[src/rtl/vend_dispenser_pkg.sv]
// vend_pkg: FSM state type and field widths shared by the vend_dispenser output stage
package vend_pkg;
    localparam int GOODS_W  = 2;
    localparam int CHANGE_W = 2;
    localparam int SLOTS    = 4;
    typedef enum logic [2:0] {IDLE, VEND, EJECT, WAIT_DET, GAP, FAULT} state_t;
endpackage

[src/rtl/vend_dispenser_pulse_timer.sv]
// pulse_timer: 8-bit down-counter; expired flags the last cycle of an interval of n cycles
module pulse_timer (
    input  logic       clk,
    input  logic       rstn,
    input  logic       load,
    input  logic [7:0] n,
    output logic       expired
);
    logic [7:0] cnt_q;
    // reload on request, otherwise count down and rest at zero
    always_ff @(posedge clk or negedge rstn) begin
        if (!rstn) cnt_q <= '0;
        else if (load) cnt_q <= n;
        else if (cnt_q != 8'd0) cnt_q <= cnt_q - 8'd1;
    end
    assign expired = cnt_q == 8'd1;
endmodule

[src/rtl/vend_dispenser.sv]
// vend_dispenser: drives slot motor then coin ejector per vend; VEND_DISP_PEND_EN adds a one-entry pending buffer
module vend_dispenser
    import vend_pkg::*;
#(
    parameter int PULSE_CYC   = 4,
    parameter int GAP_CYC     = 2,
    parameter int TIMEOUT_CYC = 16
) (
    input  logic                clk,
    input  logic                rstn,
    input  logic                sell,
    input  logic [GOODS_W-1:0]  goods,
    input  logic [CHANGE_W-1:0] change,
    input  logic                coin_det,
    input  logic                fault_clr,
    output logic [SLOTS-1:0]    motor,
    output logic                eject,
    output logic                busy,
    output logic                done,
    output logic                fault,
    output logic                overflow
);
    localparam logic [7:0] PULSE_N   = 8'(PULSE_CYC);
    localparam logic [7:0] GAP_N     = 8'(GAP_CYC);
    localparam logic [7:0] TIMEOUT_N = 8'(TIMEOUT_CYC);

    state_t              state_q, state_d;
    logic [GOODS_W-1:0]  slot_q, slot_d;
    logic [CHANGE_W-1:0] cnt_q, cnt_d;
    logic                seen_q, seen_d;
    logic                ld, expired, fin, done_d, drop;
    logic [7:0]          ld_n;
    logic                pend_v;
    logic [GOODS_W-1:0]  pend_goods;
    logic [CHANGE_W-1:0] pend_change;

    pulse_timer u_timer (
        .clk     (clk),
        .rstn    (rstn),
        .load    (ld),
        .n       (ld_n),
        .expired (expired)
    );

`ifdef VEND_DISP_PEND_EN
    localparam bit PEND_EN = 1'b1;
    // one-entry pending buffer: filled by a sell while busy, drained when a job completes
    always_ff @(posedge clk or negedge rstn) begin
        if (!rstn) begin
            pend_v      <= 1'b0;
            pend_goods  <= '0;
            pend_change <= '0;
        end else if (state_q == FAULT && fault_clr) begin
            pend_v <= 1'b0;
        end else if (sell && state_q != IDLE && state_q != FAULT && !pend_v && !fin) begin
            pend_v      <= 1'b1;
            pend_goods  <= goods;
            pend_change <= change;
        end else if (fin) begin
            pend_v <= 1'b0;
        end
    end
`else
    localparam bit PEND_EN = 1'b0;
    assign pend_v      = 1'b0;
    assign pend_goods  = '0;
    assign pend_change = '0;
`endif

    // next state, shared-timer reload and request accept/drop decisions
    always_comb begin
        state_d = state_q;
        slot_d  = slot_q;
        cnt_d   = cnt_q;
        seen_d  = seen_q;
        ld      = 1'b0;
        ld_n    = PULSE_N;
        fin     = 1'b0;
        done_d  = 1'b0;
        case (state_q)
            IDLE: if (sell) begin
                state_d = VEND;
                slot_d  = goods;
                cnt_d   = change;
                ld      = 1'b1;
            end
            VEND: if (expired) begin
                if (cnt_q == '0) fin = 1'b1;
                else begin
                    state_d = EJECT;
                    seen_d  = 1'b0;
                    ld      = 1'b1;
                end
            end
            EJECT: begin
                seen_d = seen_q | coin_det;
                if (expired) begin
                    state_d = seen_d ? GAP : WAIT_DET;
                    ld      = 1'b1;
                    ld_n    = seen_d ? GAP_N : TIMEOUT_N;
                end
            end
            WAIT_DET: if (coin_det) begin
                state_d = GAP;
                ld      = 1'b1;
                ld_n    = GAP_N;
            end else if (expired) begin
                state_d = FAULT;
            end
            GAP: if (expired) begin
                cnt_d = cnt_q - CHANGE_W'(1);
                if (cnt_d == '0) fin = 1'b1;
                else begin
                    state_d = EJECT;
                    seen_d  = 1'b0;
                    ld      = 1'b1;
                end
            end
            FAULT: if (fault_clr) begin
                state_d = IDLE;
                cnt_d   = '0;
            end
            default: state_d = IDLE;
        endcase
        if (fin) begin
            done_d  = 1'b1;
            state_d = IDLE;
            if (pend_v) begin
                state_d = VEND;
                slot_d  = pend_goods;
                cnt_d   = pend_change;
                ld      = 1'b1;
                ld_n    = PULSE_N;
            end else if (PEND_EN && sell) begin
                state_d = VEND;
                slot_d  = goods;
                cnt_d   = change;
                ld      = 1'b1;
                ld_n    = PULSE_N;
            end
        end
        drop = sell && state_q != IDLE && (state_q == FAULT ? !fault_clr : !(PEND_EN && !pend_v));
    end

    // state register and registered drives; reset drops every actuator at once
    always_ff @(posedge clk or negedge rstn) begin
        if (!rstn) begin
            state_q  <= IDLE;
            slot_q   <= '0;
            cnt_q    <= '0;
            seen_q   <= 1'b0;
            motor    <= '0;
            eject    <= 1'b0;
            done     <= 1'b0;
            overflow <= 1'b0;
        end else begin
            state_q  <= state_d;
            slot_q   <= slot_d;
            cnt_q    <= cnt_d;
            seen_q   <= seen_d;
            motor    <= (state_d == VEND) ? (SLOTS'(1) << slot_d) : '0;
            eject    <= state_d == EJECT;
            done     <= done_d;
            overflow <= !fault_clr && (overflow || drop);
        end
    end

    assign busy  = state_q != IDLE;
    assign fault = state_q == FAULT;
endmodule

[config.mk]
export PLATFORM = sky130hd
export DESIGN_NAME = vend_dispenser
export DESIGN_NICKNAME = d
export VERILOG_FILES = /design/src/rtl/vend_dispenser_pkg.sv /design/src/rtl/vend_dispenser_pulse_timer.sv /design/src/rtl/vend_dispenser.sv
export SDC_FILE = /design/constraint.sdc
export NUM_CORES = 1
export LEC_CHECK = 0
export BUFFER_PORTS_ARGS = -buffer_cell sky130_fd_sc_hd__buf_4
export CORE_UTILIZATION = 45
export DETAILED_ROUTE_END_ITERATION = 10
export SYNTH_ARGS = -nofsm -noshare
export SYNTH_HDL_FRONTEND = slang
export SYNTH_HIERARCHICAL = 1
export SYNTH_SLANG_ARGS = --single-unit
export TNS_END_PERCENT = 20
[constraint.sdc]
create_clock -name clk -period 3.9 [get_ports clk]
set_input_delay 1.17 -clock clk [delete_from_list [all_inputs] [get_ports clk]]
set_output_delay 1.17 -clock clk [all_outputs]
set_load 0.02 [all_outputs]
==> metrics.md <==
| Metric | Value |
|---|---|
| RSZ-0062 raised after global routing | no |
| CP max stage delay | 0.66 ns |
| Synth Register Bits | 23 |
| Final instance area | 1700 um2 |
| Top cell type's share of synthesized area | 0.376 |
| Die area | 3640 um2 |
| Sum of negative setup slack | 0 ns |
| Ant diodes | 0 |
| Critical-path cell list | or4_1, nor4b_2, nand2b_1, o21bai_1, nand3_1, nor4_1, a32oi_1, o21ai_1 |
| Final wirelength | 3160 um |
| Post-place instance area | 1670 um2 |
| Fraction of power consumed by sequential logic | 0.425 |
| Clock Skews | 0.00554 ns |
| Final period util | 0.813 |
| Slew Limit Fails | 0 |
| Area growth, synth to finish | 10.6% |
| Tmin final | 3.17 ns |
| Final Hold Fails | 0 |
| Hold_buf cts | 0 |
| Worst EP required | 4.08 ns |
| Layout cell share with drive strength beyond 1 | 0.168 |
| Seq/Total Area, Yosys | 0.376 |
| Max rail drop VDD | 0.000323 V |
| # setup viols final | 0 |
| Routability cong. | 0.810 |
| Hold WS | 0.541 ns |
| Vias | 1,270 |
| EDFF count, synth | 0 |
| Critical path class | register to register |
| Setup bufs post-CTS | 0 |
| Cells after Synth | 169 |
| Synthesized area | 1530 um2 |
| IO Port Bufs | 17 |
| Startpoint types | register |
| Routed len/inst | 13.8 um |
| Top delay family on crit path | simple AND/OR/NAND/NOR gates |
| H-tree depth | 1 |
| Root buf cell | clkbuf_4 |
| Crit path DAT | 3.35 ns |
| Post-cts gate resize count | 0 |
| Clk pin slew, worst setup/hold paths | 0.13 ns |
| Clock buffer count from CTS | 3 |
| Post-DP HPWL | 2300 um |
| CP endpoint kind | register |
| Max-cap violations | 0 |
| Comb power frac | 0.474 |
| Hold Path Class | register to register |
| DRC Markers | 0 |
| Post-DR vias/cell | 5.55 |
| Top cells by area, synth | dfrtp_1 (38%), nand2_1 (4.2%), ha_1 (4.1%), nor3b_1 (3.9%), a21oi_1 (3.3%) |
| Clock Path Buffers | 2 |
| Initial DRC Count | 52 |
| Clock sink total | 23 |
| Slowest cell on crit path | or4_1 |
| Number of global-route vias before repair | 1,154 |
| First-pass GRT wire length | 5570 um |
| Primary FF master, synth | dfrtp_1 |
| Remaining Overflow, GRT | 0 |
| Die X | 60.4 um |
| First-pass DRT Iterations | 4 |
| Outcome | finished, final reports clean |
| Leakage | 0.722 nW |
| Final setup margin | 0.730 ns |
| Syn Area/Cell | 9.07 um2 |
| Chip Height | 60.4 um |
| Post-synth ARST share | 1.00 |
| Sw Ratio | 0.449 |
| Post-route ant nets | 0 |
| Yosys cell types | 49 |
| YS warnings | 6 |
| Total Nets Final | 200 |
| CP Buf/Inv Count | 0 |
| Max transition margin | 0.572 |
| P_int | 0.000602 W |
| Number of antenna violations at the first check in global routing | 0 |
| Worst-Margin Slew | 0.641 ns |
| Power Density | 644 nW/um2 |
| Clock power frac | 0.101 |
| CORE AREA | 3150 um2 |
| GR Util All Layers | 0.206 |
| Psw | 0.000490 W |
| Worst-Skew Late Latency | 0.31 ns |
| Critical Path Fanout Max | 19 |
| I/O pins | 18 |
| Area leader, netlist | dfrtp_1 |
| Place WS | 0.813 ns |
| Row count | 20 |
| Starting Density | 0.486 |
| CTS tree | yes |
| Largest net degree at the start of global routing | 24 |
| FMAX | 315 MHz |
kinds of logic (layout without fill, tap and decap cells):
group           after synthesis  after routing  share of synthesized area
flops                        23             23                      0.376
simple gates                 77             77                      0.306
compound gates               39             39                      0.175
mux                           3              3                     0.0204
other cells                   1              5                    0.00245
fa+ha+maj                     5              5                     0.0408
buf+inv                      18             30                     0.0629
xor+xnor                      3              3                     0.0171
Yosys cell counts, types with 2 or more instances:
master    number
a21oi_1       10
and3b_1        2
mux2i_1        2
nor3_1         7
o31ai_1        6
dfrtp_1       23
nand3_1        4
buf_2          2
o21ai_0        4
buf_4          3
nor4_1         7
inv_1          8
o21ai_1        7
and3_1         2
or4_1          2
xnor2_1        3
nand3b_1       3
clkbuf_1       2
and2_1         3
nor3b_1        8
buf_6          2
nand2_1       17
nor2_1         8
ha_1           5
nor2b_1        2
nand2b_1       4
cells in the final DEF, fill, tap and decap left out, types with 2 or more instances in the layout:
master     n
nor4_1     7
a21oi_1   10
xnor2_1    3
clkbuf_4   3
nor3b_1    8
dfrtp_1   23
nand3b_1   3
o21ai_1    7
nor2b_1    2
nand3_1    4
o21ai_0    4
and2_1     3
and3_1     2
or4_1      2
ha_1       5
o31ai_1    6
and3b_1    2
nor3_1     7
nand2b_1   4
buf_4     17
conb_1     5
mux2i_1    2
inv_1      8
nor2_1     8
nand2_1   17
flip-flops by register name, summed over array words and instances (netlist names):
signal / flops
state_q: 3
motor: 4
done: 1
slot_q: 2
cnt_q: 2
u_timer/cnt_q: 8
seen_q: 1
eject: 1
overflow: 1
per-layer routing:
layer	wire length, um	global-route usage	vias up	share of wire
li1	-	-	638	-
met1	1600	0.297	607	0.51
met2	1420	0.316	23	0.45
met3	127	0.0490	2	0.040
met4	14	0.0399	0	0.0044
met5	0	0	-	0
tightest hold or removal path, cell delays in order, from the launching register on:
cell     delay [ns]
dfrtp_1        0.39
a21oi_1        0.05
nor2_1         0.08
power by group through the flow:
stage	sequential (W)	clock [W]	combinational, W
final	0.000464	0.000111	0.000518
after global placement	0.000462	0	0.000513
after detailed placement	0.000464	0	0.000516
after CTS	0.000460	0.000115	0.000519
after global routing	0.000484	0.000128	0.000582
after floorplan	0.000429	0	0.000423
stage by stage:
step,total power [W],utilization,std cells
5_1_grt,0.00119,0.538,229
4_1_cts,0.00109,0.538,229
6_report,0.00109,0.538,229
2_1_floorplan,0.000853,-,173
3_3_place_gp,0.000975,0.529,225
3_5_place_dp,0.000980,0.529,225
final timing paths:
check	from	to	slack, ns	depth (start not counted)
max in group asynchronous	rstn	u_timer/cnt_q[5]	2.95	1
worst max-delay path	u_timer/cnt_q[3]	u_timer/cnt_q[7]	0.73	8
worst min-delay path	overflow	overflow	0.54	2
worst max register to register	u_timer/cnt_q[3]	u_timer/cnt_q[7]	0.73	8
worst min register to register	overflow	overflow	0.54	2
min in group asynchronous	rstn	state_q[1]	0.72	1
layout make-up:
class                   instances  area, um2
clock buffers                   3       22.5
clock inverters                 1       5.00
fillers                       300       1460
inverters                       9       33.8
multi-input cells             132        876
flip-flops and latches         23        576
well taps                      44       55.1
repair buffers                 17        128
No activity file was read; power rests on OpenSTA's default activity.
